[src/rtl/obi_wb_bridge.sv]
// obi_wb_bridge: OBI request/grant/rvalid port to classic Wishbone master.
// One WB transaction in flight at a time; responses queue in a small FIFO
// that the core drains with rready_i.
// Optional macro OBI_WB_TIMEOUT_EN: abort a WB cycle that waits
// TIMEOUT_CYCLES without ack/err and answer with an error response.
//
// Handshakes: an OBI request transfers on req_i && gnt_o; a response
// transfers on rvalid_o && rready_i, and rvalid_o/rdata_o/err_o stay stable
// until that happens. A WB cycle ends on the first edge with ack_i || err_i
// while cyc_o && stb_o are high.
module obi_wb_bridge #(
  parameter int ADDR_WIDTH     = 32,
  parameter int DATA_WIDTH     = 32,
  parameter int RESP_DEPTH     = 2,
  parameter int TIMEOUT_CYCLES = 255
) (
  input  logic                    clk,
  input  logic                    rst_n,
  input  logic                    req_i,
  output logic                    gnt_o,
  input  logic [ADDR_WIDTH-1:0]   addr_i,
  input  logic                    we_i,
  input  logic [DATA_WIDTH/8-1:0] be_i,
  input  logic [DATA_WIDTH-1:0]   wdata_i,
  output logic                    rvalid_o,
  input  logic                    rready_i,
  output logic [DATA_WIDTH-1:0]   rdata_o,
  output logic                    err_o,
  output logic                    cyc_o,
  output logic                    stb_o,
  output logic                    we_o,
  output logic [ADDR_WIDTH-1:0]   addr_o,
  output logic [DATA_WIDTH/8-1:0] sel_o,
  output logic [DATA_WIDTH-1:0]   dat_o,
  input  logic [DATA_WIDTH-1:0]   dat_i,
  input  logic                    ack_i,
  input  logic                    err_i
);

  localparam int BE_W  = DATA_WIDTH / 8;
  localparam int PTR_W = (RESP_DEPTH > 1) ? $clog2(RESP_DEPTH) : 1;
  localparam int CNT_W = $clog2(RESP_DEPTH + 1);

  // Elaboration-time sanity checks on the configuration
  if (DATA_WIDTH % 8 != 0) begin : g_chk_dw
    $error("DATA_WIDTH must be a multiple of 8");
  end
  if (RESP_DEPTH < 1) begin : g_chk_depth
    $error("RESP_DEPTH must be at least 1");
  end
  if (TIMEOUT_CYCLES < 1) begin : g_chk_tmo
    $error("TIMEOUT_CYCLES must be at least 1");
  end

  typedef enum logic {IDLE = 1'b0, BUS = 1'b1} state_e;

  state_e                state_q, state_d;
  logic [ADDR_WIDTH-1:0] addr_q, addr_d;
  logic                  we_q, we_d;
  logic [BE_W-1:0]       sel_q, sel_d;
  logic [DATA_WIDTH-1:0] dat_q, dat_d;

  logic [DATA_WIDTH-1:0] mem_data_q [RESP_DEPTH];
  logic [DATA_WIDTH-1:0] mem_data_d [RESP_DEPTH];
  logic                  mem_err_q  [RESP_DEPTH];
  logic                  mem_err_d  [RESP_DEPTH];
  logic [PTR_W-1:0]      rd_ptr_q, rd_ptr_d;
  logic [PTR_W-1:0]      wr_ptr_q, wr_ptr_d;
  logic [CNT_W-1:0]      count_q, count_d;

  logic                  fifo_free;
  logic                  push, pop, push_err;
  logic [DATA_WIDTH-1:0] push_data;
  logic                  bus_resp;
  logic                  tmo_hit;

  function automatic logic [PTR_W-1:0] ptr_inc(input logic [PTR_W-1:0] p);
    return (p == PTR_W'(RESP_DEPTH - 1)) ? '0 : p + PTR_W'(1);
  endfunction

  assign fifo_free = (count_q < CNT_W'(RESP_DEPTH));
  assign bus_resp  = (state_q == BUS) && (ack_i || err_i);

`ifdef OBI_WB_TIMEOUT_EN
  localparam int TMO_W = $clog2(TIMEOUT_CYCLES + 1);
  logic [TMO_W-1:0] tmo_q, tmo_d;

  // Timeout fires in the BUS cycle where the wait count reaches the limit
  assign tmo_hit = (state_q == BUS) && !(ack_i || err_i) &&
                   (tmo_q == TMO_W'(TIMEOUT_CYCLES - 1));

  // Wait counter: cleared on grant, counts BUS cycles without a response
  always_comb begin
    tmo_d = tmo_q;
    if (state_q == IDLE) tmo_d = '0;
    else if (!(ack_i || err_i) && !tmo_hit) tmo_d = tmo_q + TMO_W'(1);
  end

  // Wait counter register
  always_ff @(posedge clk or negedge rst_n) begin
    if (!rst_n) tmo_q <= '0;
    else        tmo_q <= tmo_d;
  end
`else
  assign tmo_hit = 1'b0;
`endif

  // Grant only from IDLE with a slot already free; gated by reset
  assign gnt_o = rst_n && (state_q == IDLE) && req_i && fifo_free;

  // FSM next state and request capture
  always_comb begin
    state_d = state_q;
    addr_d  = addr_q;
    we_d    = we_q;
    sel_d   = sel_q;
    dat_d   = dat_q;
    case (state_q)
      IDLE: begin
        if (gnt_o) begin
          addr_d  = addr_i;
          we_d    = we_i;
          sel_d   = be_i;
          dat_d   = we_i ? wdata_i : '0;
          state_d = BUS;
        end
      end
      BUS: begin
        if (bus_resp || tmo_hit) state_d = IDLE;
      end
      default: state_d = IDLE;
    endcase
  end

  // FSM and WB request registers
  always_ff @(posedge clk or negedge rst_n) begin
    if (!rst_n) begin
      state_q <= IDLE;
      addr_q  <= '0;
      we_q    <= 1'b0;
      sel_q   <= '0;
      dat_q   <= '0;
    end else begin
      state_q <= state_d;
      addr_q  <= addr_d;
      we_q    <= we_d;
      sel_q   <= sel_d;
      dat_q   <= dat_d;
    end
  end

  assign cyc_o  = (state_q == BUS);
  assign stb_o  = (state_q == BUS);
  assign we_o   = we_q;
  assign addr_o = addr_q;
  assign sel_o  = sel_q;
  assign dat_o  = dat_q;

  // Response entry: read data only for reads; ack+err together is an error.
  // The FIFO cannot be full here because grant required a free slot.
  assign push      = bus_resp || tmo_hit;
  assign push_err  = err_i || tmo_hit;
  assign push_data = (bus_resp && !we_q) ? dat_i : '0;
  assign pop       = rvalid_o && rready_i;

  // Response FIFO next state
  always_comb begin
    mem_data_d = mem_data_q;
    mem_err_d  = mem_err_q;
    rd_ptr_d   = rd_ptr_q;
    wr_ptr_d   = wr_ptr_q;
    count_d    = count_q;
    if (push) begin
      mem_data_d[wr_ptr_q] = push_data;
      mem_err_d[wr_ptr_q]  = push_err;
      wr_ptr_d             = ptr_inc(wr_ptr_q);
    end
    if (pop) rd_ptr_d = ptr_inc(rd_ptr_q);
    case ({push, pop})
      2'b10:   count_d = count_q + CNT_W'(1);
      2'b01:   count_d = count_q - CNT_W'(1);
      default: count_d = count_q;
    endcase
  end

  // Response FIFO registers
  always_ff @(posedge clk or negedge rst_n) begin
    if (!rst_n) begin
      for (int i = 0; i < RESP_DEPTH; i++) begin
        mem_data_q[i] <= '0;
        mem_err_q[i]  <= 1'b0;
      end
      rd_ptr_q <= '0;
      wr_ptr_q <= '0;
      count_q  <= '0;
    end else begin
      mem_data_q <= mem_data_d;
      mem_err_q  <= mem_err_d;
      rd_ptr_q   <= rd_ptr_d;
      wr_ptr_q   <= wr_ptr_d;
      count_q    <= count_d;
    end
  end

  assign rvalid_o = (count_q != '0);
  assign rdata_o  = rvalid_o ? mem_data_q[rd_ptr_q] : '0;
  assign err_o    = rvalid_o ? mem_err_q[rd_ptr_q] : 1'b0;

endmodule

[config.mk]
export PLATFORM = sky130hd
export DESIGN_NAME = obi_wb_bridge
export DESIGN_NICKNAME = d
export VERILOG_FILES = /design/src/rtl/obi_wb_bridge.sv
export SDC_FILE = /design/constraint.sdc
export NUM_CORES = 1
export LEC_CHECK = 0
export BUFFER_PORTS_ARGS = -buffer_cell sky130_fd_sc_hd__buf_2
export CORE_AREA = 2 2 147 149
export DETAILED_ROUTE_END_ITERATION = 16
export DIE_AREA = 0 0 149 151
export REMOVE_ABC_BUFFERS = 1
export SLEW_MARGIN = 10
export SYNTH_ARGS = -nofsm -noshare
export SYNTH_HDL_FRONTEND = slang
export SYNTH_SLANG_ARGS = --single-unit
[constraint.sdc]
create_clock -name clk -period 2.2 [get_ports clk]
set_input_delay 0.11 -clock clk [delete_from_list [all_inputs] [get_ports clk]]
set_output_delay 0.11 -clock clk [all_outputs]
set_load 0.005 [all_outputs]
Word level (Yosys, flattened, before mapping)

Cells that the tools add are included.

Eq/ne operators: 2
Magnitude comparators: 4
$add $sub $neg: 4
Reductions and logical operators: 12
Bitwise gates (word level): 3
Multiplexer cells: 22

Operators by type and width:

| cell                                                                  | number |
|---|---|
| 32-bit two-way mux                                                    | 7 |
| 64-bit bitwise mux                                                    | 1 |
| 32-bit demux with 1-bit select                                        | 1 |
| 1-bit two-way mux                                                     | 9 |
| 1-bit logical AND                                                     | 7 |
| 2-bit >= comparator, second input constant                            | 2 |
| 1-bit inverter with 2-bit output                                      | 2 |
| 2-bit case mux with 2 select lines                                    | 1 |
| 2-bit nonzero test                                                    | 2 |
| 1-bit adder, second input constant                                    | 2 |
| 2-bit by 1-bit adder with 2-bit output, second input constant         | 1 |
| 2-bit bitwise mux                                                     | 1 |
| 2-bit by 1-bit equality test with 1-bit output, second input constant | 1 |
| 2-bit equality test, second input constant                            | 1 |
| 2-bit by 1-bit < comparator with 1-bit output, second input constant  | 1 |
| 2-bit < comparator, second input constant                             | 1 |
| 1-bit case mux with 2 select lines                                    | 1 |
| 2-bit AND reduction                                                   | 1 |
| 2-bit by 1-bit subtractor with 2-bit output, second input constant    | 1 |
| 1-bit demux with 1-bit select                                         | 1 |
| 1-bit logical NOT                                                     | 1 |
| 1-bit logical OR                                                      | 1 |
| 1-bit inverter                                                        | 1 |

Register bits: 140

Depth between registers and ports, before layout

Gate-level depths: netlist of run 1.

Depth after elaboration: 6
Mapped depth: 7
Depth with buffers taken out: 7

Least setup slack after synthesis of run 1

Ideal clock, no wire load.

Kind: flip-flop to flip-flop
From: register count_q[1]
To: register count_q[1]
Data required time: 2.121 ns
Period minus slack after synthesis: 1.592 ns
Arrival: 1.513 ns
Stages on the path, launching flop included: 7
Setup slack: 0.608 ns
Path through: dfrtp_1 > nor2_1 > inv_1 > and2_1 > ha_1 > nor2_1 > xor2_1

Cells in the longest elaborated chain, start to end: 4
Elaborated cells on any way between the ends: 8

Ends and longest elaborated chain:

| element                                                                                      | line | source |
|---|---|---|
| start, declared                                                                              | 69   | `logic [CNT_W-1:0] count_q, count_d;` |
| start signal, assigned                                                                       | 201  | `count_q <= count_d;` |
| 2-bit nonzero test (*)                                                                       | 205  | `assign rvalid_o = (count_q != '0);` |
| via rvalid_o                                                                                 | 25   | `output logic rvalid_o,` |
| 1-bit logical AND (*)                                                                        | 164  | `assign pop = rvalid_o && rready_i;` |
| via pop                                                                                      | 72   | `logic push, pop, push_err;` |
| 2-bit by 1-bit equality test with 1-bit output / 2-bit equality test (equally long branches) | 179  | `case ({push, pop})` |
| 2-bit case mux with 2 select lines / 2-bit nonzero test (equally long branches)              | --   |  |

The timed path passes the listed nets; every way through them passes the cells marked *.
A chain may end at the register's enable or synchronous reset.

Worst setup path in the final report of run 1

From: register rd_ptr_q
To: output rdata_o[14]

Cells in the longest elaborated chain, start to end: 5

Ends and longest elaborated chain:

| element                                                | line | source |
|---|---|---|
| start, declared                                        | 67   | `logic [PTR_W-1:0] rd_ptr_q, rd_ptr_d;` |
| start signal, assigned                                 | 199  | `rd_ptr_q <= rd_ptr_d;` |
| 1-bit inverter with 2-bit output (not written as such) | 206  | `assign rdata_o = rvalid_o ? mem_data_q[rd_ptr_q] : '0;` |
| 32-bit two-way mux (not written as such) (3 in a row)  | 206  |  |
| 32-bit two-way mux                                     | 206  |  |
| end, declared                                          | 27   | `output logic [DATA_WIDTH-1:0] rdata_o,` |

Every way passes these cells. The select of a mux whose other input is x is not followed.

==> metrics, run 1 <==
Worst Path Buf+Inv 2; sequential cell area fraction in the yosys report 0.568; IO Count 213; CP Cell Sequence buf_4, mux2i_1, nor2_1, buf_2; Tmin final 1900 ps; WS Path Type reg2out; DRT Wirelength 15,300 um; die footprint 22,500 um^2; H-tree Lvls 4; run status complete, no violations; ANT nets after route 0; Rows 53; # fillers 1,991; crit path DAT 1790 ps; Crit path largest cell delay 680 ps; GRT Total Usage 0.140; post-synth top area cell dfrtp_1; Worst-Skew Late Latency 420 ps; CP startpoint kind flip-flop; CP max-delay cell dfrtp_2; clk buf depth 2; Num Clock Sinks 140; worst vdd ir 0.000549 V; final worst-path cycle share 0.865; register area 3500 um^2; core footprint 20,800 um^2; Layout Cells excl Fill 1,053; largest net degree at the start of global routing 141; synthesized area 6170 um^2; commonest non-fill, non-tap cell in the layout buf_2; Distinct cells, synth 23; Final nets 873; Initial Util 0.296; vias in the first global route 4,851; largest delay contributor family on the critical path flip-flops; initial antenna violation count 0; Power Total 11,700 uW; post-synthesis instance total 487; Initial DRC Count 103; synthesis-to-finish area growth 42.7%; CTS clk-pin slew, worst paths 60 ps; hold slack 27.2 ps; DP Cell Count 952; CTS tree yes; Setup WS pre-CTS 657 ps; post-cts sizing count 0; P_leak 0.00448 uW; layout cells sized above 1 0.465; number of CTS-inserted buffers 17; RSZ-0062 raised after global routing no; PortBufs 212; Max Clk Rate 526 MHz; DR pass1 iterations 4; worst-margin pin slew 801 ps; DP HPWL 9470 um; slew margin rel. 0.466; share of the synthesized area in the top cell type 0.568; Cell Pwr Density 1330 nW/um^2; Final Max Slew Viols 0; Hold WC Path Type in2reg; commonest non-fill, non-tap cells in the layout 211 x buf_2, 139 x dfrtp_1, 79 x mux2_2, 69 x dlygate4sd3_1, 66 x nand2_1; syn avg cell area 12.7 um^2; height of the die 151 um; Setup violations, final 0; Multi-input gate area 2460 um^2; Die Width 149 um; Layout Skew 6.96 ps; Critical Path RT 2090 ps; Vias 4,531; CP Capture Type output port; Avg WL per Cell 14.5 um; final hold vios 0; n_diodes 0; Ys Warns 0; max-cap violations 0; first-pass GRT wire length 24,600 um; DRC 0; routed vias/inst 4.30; final worst slack 298 ps; top cells by area, synth dfrtp_1 57%, mux2_2 14%, mux2_4 5.8%; #FFs+latches synth 140; root buffer cell clkbuf_16; routability cong. 0.722; CP Max Fanout 14; gr ovfl total 0
==> stage by stage <==
step	cell area (um^2)	setup TNS, ps	util
3_5_place_dp	7510	0	0.360
4_1_cts	8810	0	0.423
3_3_place_gp	7510	0	0.360
2_1_floorplan	5960	-2290	-
6_report	8810	0	0.423
5_1_grt	8810	0	0.423
==> per-layer routing <==
metal | part of all wire | track usage | vias to the layer above
met5 | 0 | 0 | -
met2 | 0.47 | 0.226 | 163
met3 | 0.071 | 0.0473 | 15
met1 | 0.45 | 0.175 | 2173
met4 | 0.014 | 0.0481 | 0
li1 | - | - | 2180
==> area by class of cell <==
cell class                 instances  area share
tap                              275      0.0391
clock inverter                    13      0.0189
clock buffer                      19      0.0503
multi-input combinational        313       0.279
inverter                           2    0.000853
timing repair buffer             291       0.214
sequential                       140       0.398
==> cell families after synthesis <==
logic type | Yosys count | synth area share
flip-flops | 140 | 0.568
XOR/XNOR | 5 | 0.00710
AND/OR/NAND/NOR | 137 | 0.102
multiplexers | 136 | 0.256
buffers and inverters | 34 | 0.0357
adder cells (fa/ha/maj) | 1 | 0.00203
AO/OA/AOI/OAI | 34 | 0.0294
==> flip-flops by register name, indices dropped and copies added, names as in the netlist <==
register	cells
mem_data_q	64
addr_o	32
dat_o	32
sel_o	4
count_q	2
mem_err_q	2
cyc_o	1
rd_ptr_q	1
we_o	1
wr_ptr_q	1
==> timing repair <==
item                       4_1_cts  5_1_grt
hold endpoints to repair       208        0
setup buffers                    0        0
setup endpoints to repair        0        0
hold buffers                    69        0
==> final timing paths <==
| check | startpoint | to | slack, ps | cells after the start |
|---|---|---|---|---|
| min reg2reg | dat_o[25] | dat_o[25] | 480 | 2 |
| min | ack_i | cyc_o | 30 | 4 |
| max reg2reg | cyc_o | sel_o[2] | 670 | 3 |
| min in group asynchronous | rst_n | mem_data_q[61] | 380 | 3 |
| max in group asynchronous | rst_n | dat_o[26] | 1160 | 3 |
| max | rd_ptr_q | rdata_o[14] | 300 | 4 |
==> worst reg2reg max path, cell delays in order, from the launching register on <==
cell       delay (ps)
dfrtp_1           460
nand4bb_4         220
buf_12            300
mux2_2            430
==> cell usage after synthesis <==
master,n
o21ai_0,27
and2_1,1
nor2_4,1
o21ai_1,5
o211ai_2,1
inv_1,2
buf_6,9
dfrtp_1,140
clkbuf_1,12
nand4bb_4,1
mux2_4,24
nor2_1,36
o21ai_2,1
mux2i_1,33
nor2b_1,32
nand2_1,66
mux2_2,79
buf_2,9
ha_1,1
buf_4,1
xnor2_1,3
xor2_1,2
clkbuf_8,1
==> power breakdown <==
group	switching, uW	internal (uW)
Sequential	733	3810
Combinational	1840	2360
Clock	1140	1820
No activity file was read; power rests on OpenSTA's default activity.
==> run 2: changes to the inputs <==
Settings changed: ABC_CLOCK_PERIOD_IN_PS set to 2200, RECOVER_POWER set to 50, SLEW_MARGIN 10 to 20.
==> metrics, run 2 (synthesis gave the netlist of run 1 again) <==
Layout Skew 7.25 ps (was 6.96 ps); IO Count 213 (unchanged); Rows 53 (unchanged); Multi-input gate area 2440 um^2 (was 2460 um^2); PortBufs 212 (unchanged); height of the die 151 um (unchanged); routed vias/inst 4.29 (was 4.30); Die Width 149 um (unchanged); worst vdd ir 0.000545 V (was 0.000549 V); final worst-path cycle share 0.865 (about the same); DP HPWL 9470 um (unchanged); Critical R2R Launch cyc_o (unchanged); RSZ-0062 raised after global routing no (unchanged); CP max-delay cell dfrtp_2 (unchanged); Final Max Slew Viols 0 (unchanged); WS Path Type reg2out (unchanged); Tmin final 1900 ps (about the same); ANT nets after route 0 (unchanged); Critical Path RT 2090 ps (about the same); RR Endpoint mem_data_q[54] (was sel_o[2]); WHS Path Cells 4 (unchanged); Worst path depth 4 (unchanged); Biggest register mem_data_q (unchanged); initial antenna violation count 0 (unchanged); worst-margin pin slew 1300 ps (was 801 ps); register area 3500 um^2 (unchanged); DR pass1 iterations 4 (unchanged); GRT Total Usage 0.140 (unchanged); Vias 4,519 (was 4,531); slew margin rel. 0.130 (was 0.466); Worst Path Buf+Inv 2 (unchanged); crit path DAT 1790 ps (about the same); layout cells sized above 1 0.398 (was 0.465); busiest grt layer met2 (unchanged); Setup violations, final 0 (unchanged); reg2reg setup slack 530 ps (was 670 ps); max-cap violations 0 (unchanged); # fillers 2,031 (was 1,991); Hold WC Path Type in2reg (unchanged); routability cong. 0.722 (unchanged); CP Cell Sequence buf_4, mux2i_1, nor2_1, buf_2 (unchanged); gr ovfl total 0 (unchanged); worst reg-to-reg path cell count 4 (was 3); DP Cell Count 952 (unchanged); CP Capture Type output port (unchanged); clk buf depth 2 (unchanged); run status complete, no violations (unchanged); GR Util met1 0.175 (unchanged); WHS Endpoint cyc_o (unchanged); Initial DRC Count 104 (was 103); first-pass GRT wire length 24,600 um (unchanged); Crit path largest cell delay 680 ps (about the same); CP startpoint kind flip-flop (unchanged); DRC 0 (unchanged); vias in the first global route 4,851 (unchanged); Avg WL per Cell 14.5 um (about the same); CTS clk-pin slew, worst paths 60 ps (about the same); GR Util met2 0.226 (unchanged); number of CTS-inserted buffers 17 (unchanged); commonest non-fill, non-tap cells in the layout 162 x buf_2, 139 x dfrtp_1, 79 x mux2_2, 69 x dlygate4sd3_1, 66 x nand2_1 (was 211 x buf_2, 139 x dfrtp_1, 79 x mux2_2, 69 x dlygate4sd3_1, 66 x nand2_1); Initial Util 0.296 (unchanged); max FFs per register 64 (unchanged); Layout Cells excl Fill 1,053 (unchanged); largest delay contributor family on the critical path flip-flops (unchanged); Num Clock Sinks 140 (unchanged); setup TNS 0 ps (unchanged); CTS tree yes (unchanged); H-tree Lvls 4 (unchanged); hold_sp ack_i (unchanged); Worst-Skew Late Latency 420 ps (about the same); met3 GRT Util 0.0473 (unchanged); Final nets 873 (unchanged); largest net degree at the start of global routing 141 (unchanged); beginning of the critical path rd_ptr_q (unchanged); synthesis-to-finish area growth 41.1% (was 42.7%); final hold vios 0 (unchanged); commonest non-fill, non-tap cell in the layout buf_2 (unchanged); P_leak 0.00431 uW (was 0.00448 uW); root buffer cell clkbuf_16 (unchanged); Cell Pwr Density 1330 nW/um^2 (about the same); CP Max Fanout 14 (unchanged); n_diodes 0 (unchanged); die footprint 22,500 um^2 (unchanged); core footprint 20,800 um^2 (unchanged); DRT Wirelength 15,300 um (about the same); Max Clk Rate 526 MHz (about the same)
run 2: through the flow:
step / power (uW) / hold WS, ps / instance area [um^2] / util / worst slack [ps]
2_1_floorplan: 6830 / -186 / 5960 / - / -337
3_3_place_gp: 8640 / 330 / 7510 / 0.360 / 675
3_5_place_dp: 8740 / 325 / 7510 / 0.360 / 657
4_1_cts: 11900 / 10.7 / 8810 / 0.423 / 229
5_1_grt: 12400 / 20.9 / 8710 / 0.418 / 179
6_report: 11600 / 15.3 / 8710 / 0.418 / 297
run 2: worst register-to-register path: cells and delay by family, from the launching register on:
kind / cells / cell delay (ps)
flops: 1 / 440
mux: 1 / 380
compound gates: 1 / 260
simple gates: 1 / 240
buf+inv: 1 / 230
run 2: per-layer routing:
layer  wire [um]  part of all wire
met1        6880              0.45
met2        7120              0.47
met3        1070             0.070
met4         211             0.014
met5           0                 0
run 2: repair_timing:
action | 4_1_cts | 5_1_grt
hold buffers | 69 | 0
hold endpoints to repair | 208 | 0
resized for setup | 0 | 0
buffers inserted | 0 | 0
run 2: final cells by class:
class | instances | area share
Sequential cell | 140 | 0.402
Multi-Input combinational cell | 313 | 0.280
Timing Repair Buffer | 291 | 0.207
Clock buffer | 19 | 0.0509
Tap cell | 275 | 0.0395
Clock inverter | 13 | 0.0191
Inverter | 2 | 0.000862
run 2: worst max path at each step:
stage | endpoint | slack [ps]
floorplan | count_q[1] | -340
global placement | rdata_o[7] | 680
detailed placement | addr_o[2] | 660
CTS | rdata_o[22] | 230
global route | rdata_o[22] | 180
finish | rdata_o[14] | 300
run 2: where the power goes:
| part | total (uW) | switching (uW) | internal [uW] |
|---|---|---|---|
| clock network | 2960 | 1140 | 1820 |
| logic | 4060 | 1830 | 2230 |
| registers | 4550 | 743 | 3810 |
==> run 3: changes to the inputs <==
Settings changed: RECOVER_POWER 50 to 25.
==> metrics, run 3 (synthesis gave the netlist of run 1 again) <==
run status complete, no violations (unchanged); Cell Pwr Density 1330 nW/um^2 (about the same); RSZ-0062 raised after global routing no (unchanged); met3 GRT Util 0.0473 (unchanged); height of the die 151 um (unchanged); Initial DRC Count 107 (was 104); Num Clock Sinks 140 (unchanged); commonest non-fill, non-tap cells in the layout 190 x buf_2, 139 x dfrtp_1, 79 x mux2_2, 69 x dlygate4sd3_1, 66 x nand2_1 (was 162 x buf_2, 139 x dfrtp_1, 79 x mux2_2, 69 x dlygate4sd3_1, 66 x nand2_1); DRT Wirelength 15,300 um (about the same); P_leak 0.00440 uW (was 0.00431 uW); IO Count 213 (unchanged); logic gate share of total power 0.356 (was 0.351); Tmin final 1900 ps (about the same); Worst-Skew Late Latency 420 ps (about the same); gr ovfl total 0 (unchanged); DR pass1 iterations 4 (unchanged); Hold WC Path Type in2reg (unchanged); largest net degree at the start of global routing 141 (unchanged); Vias 4,537 (was 4,519); core footprint 20,800 um^2 (unchanged); register area 3500 um^2 (unchanged); internal cell power 7930 uW (was 7860 uW); sequential share of power 0.390 (was 0.393); NetSw 3710 uW (was 3720 uW); Multi-input gate area 2450 um^2 (was 2440 um^2); Layout Skew 7.53 ps (was 7.25 ps); Crit path largest cell delay 680 ps (about the same); Setup violations, final 0 (unchanged); Final Max Slew Viols 0 (unchanged); max-cap violations 0 (unchanged); routed vias/inst 4.31 (was 4.29); die footprint 22,500 um^2 (unchanged); post-cts sizing count 0 (unchanged); n_diodes 0 (unchanged); CTS clk-pin slew, worst paths 60 ps (about the same); H-tree Lvls 4 (unchanged); CP startpoint kind flip-flop (unchanged); CP max-delay cell dfrtp_2 (unchanged); PortBufs 212 (unchanged); setup TNS 0 ps (unchanged); crit path DAT 1790 ps (about the same); GR Util met2 0.226 (unchanged); DRC 0 (unchanged); CP Max Fanout 14 (unchanged); worst-margin pin slew 1300 ps (about the same); ANT nets after route 0 (unchanged); CP Capture Type output port (unchanged); layout cells sized above 1 0.436 (was 0.398); Avg WL per Cell 14.5 um (about the same); Biggest register mem_data_q (unchanged); final hold vios 0 (unchanged); DP HPWL 9470 um (unchanged); Initial Util 0.296 (unchanged); busiest grt layer met2 (unchanged); fin util 0.421 (was 0.418); Max Clk Rate 526 MHz (about the same); # fillers 2,008 (was 2,031); sw frac 0.319 (was 0.321); final worst-path cycle share 0.865 (about the same); vias in the first global route 4,851 (unchanged); Critical Path RT 2090 ps (about the same); synthesis-to-finish area growth 42.0% (was 41.1%); slew margin rel. 0.132 (was 0.130); number of CTS-inserted buffers 17 (unchanged); initial antenna violation count 0 (unchanged); GR Util met1 0.175 (unchanged); commonest non-fill, non-tap cell in the layout buf_2 (unchanged); GRT Total Usage 0.140 (unchanged); CTS tree yes (unchanged); WS Path Type reg2out (unchanged); root buffer cell clkbuf_16 (unchanged); worst vdd ir 0.000543 V (was 0.000545 V); max FFs per register 64 (unchanged); first-pass GRT wire length 24,600 um (unchanged); Clock power frac 0.254 (was 0.256); Final nets 873 (unchanged); Die Width 149 um (unchanged); routability cong. 0.722 (unchanged); clk buf depth 2 (unchanged); CP Cell Sequence buf_4, mux2i_1, nor2_1, buf_2 (unchanged); Rows 53 (unchanged)
run 3: stage by stage:
step	worst slack, ps	instance area (um^2)	total power (uW)	hold WS, ps	std cells
6_report	297	8760	11600	14.5	1053
5_1_grt	179	8760	12500	20.9	1053
4_1_cts	229	8810	11900	10.7	1053
3_5_place_dp	657	7510	8740	325	952
3_3_place_gp	675	7510	8640	330	952
2_1_floorplan	-337	5960	6830	-186	455
run 3: power by group through the flow:
stage | sequential (uW) | clock, uW | combinational, uW
floorplan | 4600 | 0 | 2230
global placement | 4540 | 0 | 4110
detailed placement | 4540 | 0 | 4200
CTS | 4540 | 3060 | 4280
global route | 4710 | 3180 | 4630
finish | 4540 | 2960 | 4140
run 3: area by class of cell:
cell class	count	share of cell area
flip-flops and latches	140	0.400
multi-input cells	313	0.280
repair buffers	291	0.210
clock buffers	19	0.0506
well taps	275	0.0393
clock inverters	13	0.0190
inverters	2	0.000857
run 3: critical path, delay by kind of cell (launching register included):
kind | cells | cell delay [ps]
flip-flops | 1 | 680
buffers and inverters | 2 | 410
multiplexers | 1 | 220
AND/OR/NAND/NOR | 1 | 60
run 3: worst paths after layout:
kind | startpoint | endpoint | slack, ps | cells past startpoint
worst min-delay path | ack_i | cyc_o | 10 | 4
worst max-delay path | rd_ptr_q | rdata_o[14] | 300 | 4
worst min register to register | dat_o[25] | dat_o[25] | 480 | 2
min in group asynchronous | rst_n | mem_data_q[61] | 700 | 3
worst max register to register | cyc_o | mem_data_q[54] | 520 | 4
max in group asynchronous | rst_n | dat_o[26] | 560 | 3
run 3: timing repair:
item                      4_1_cts  5_1_grt
hold buffers                   69        0
buffers inserted                0        0
hold endpoints to repair      208        0
run 3: layer usage:
metal,up-vias,wire length (um)
met2,165,7120
met5,-,0
met3,15,1100
li1,2179,-
met1,2178,6850
met4,0,211
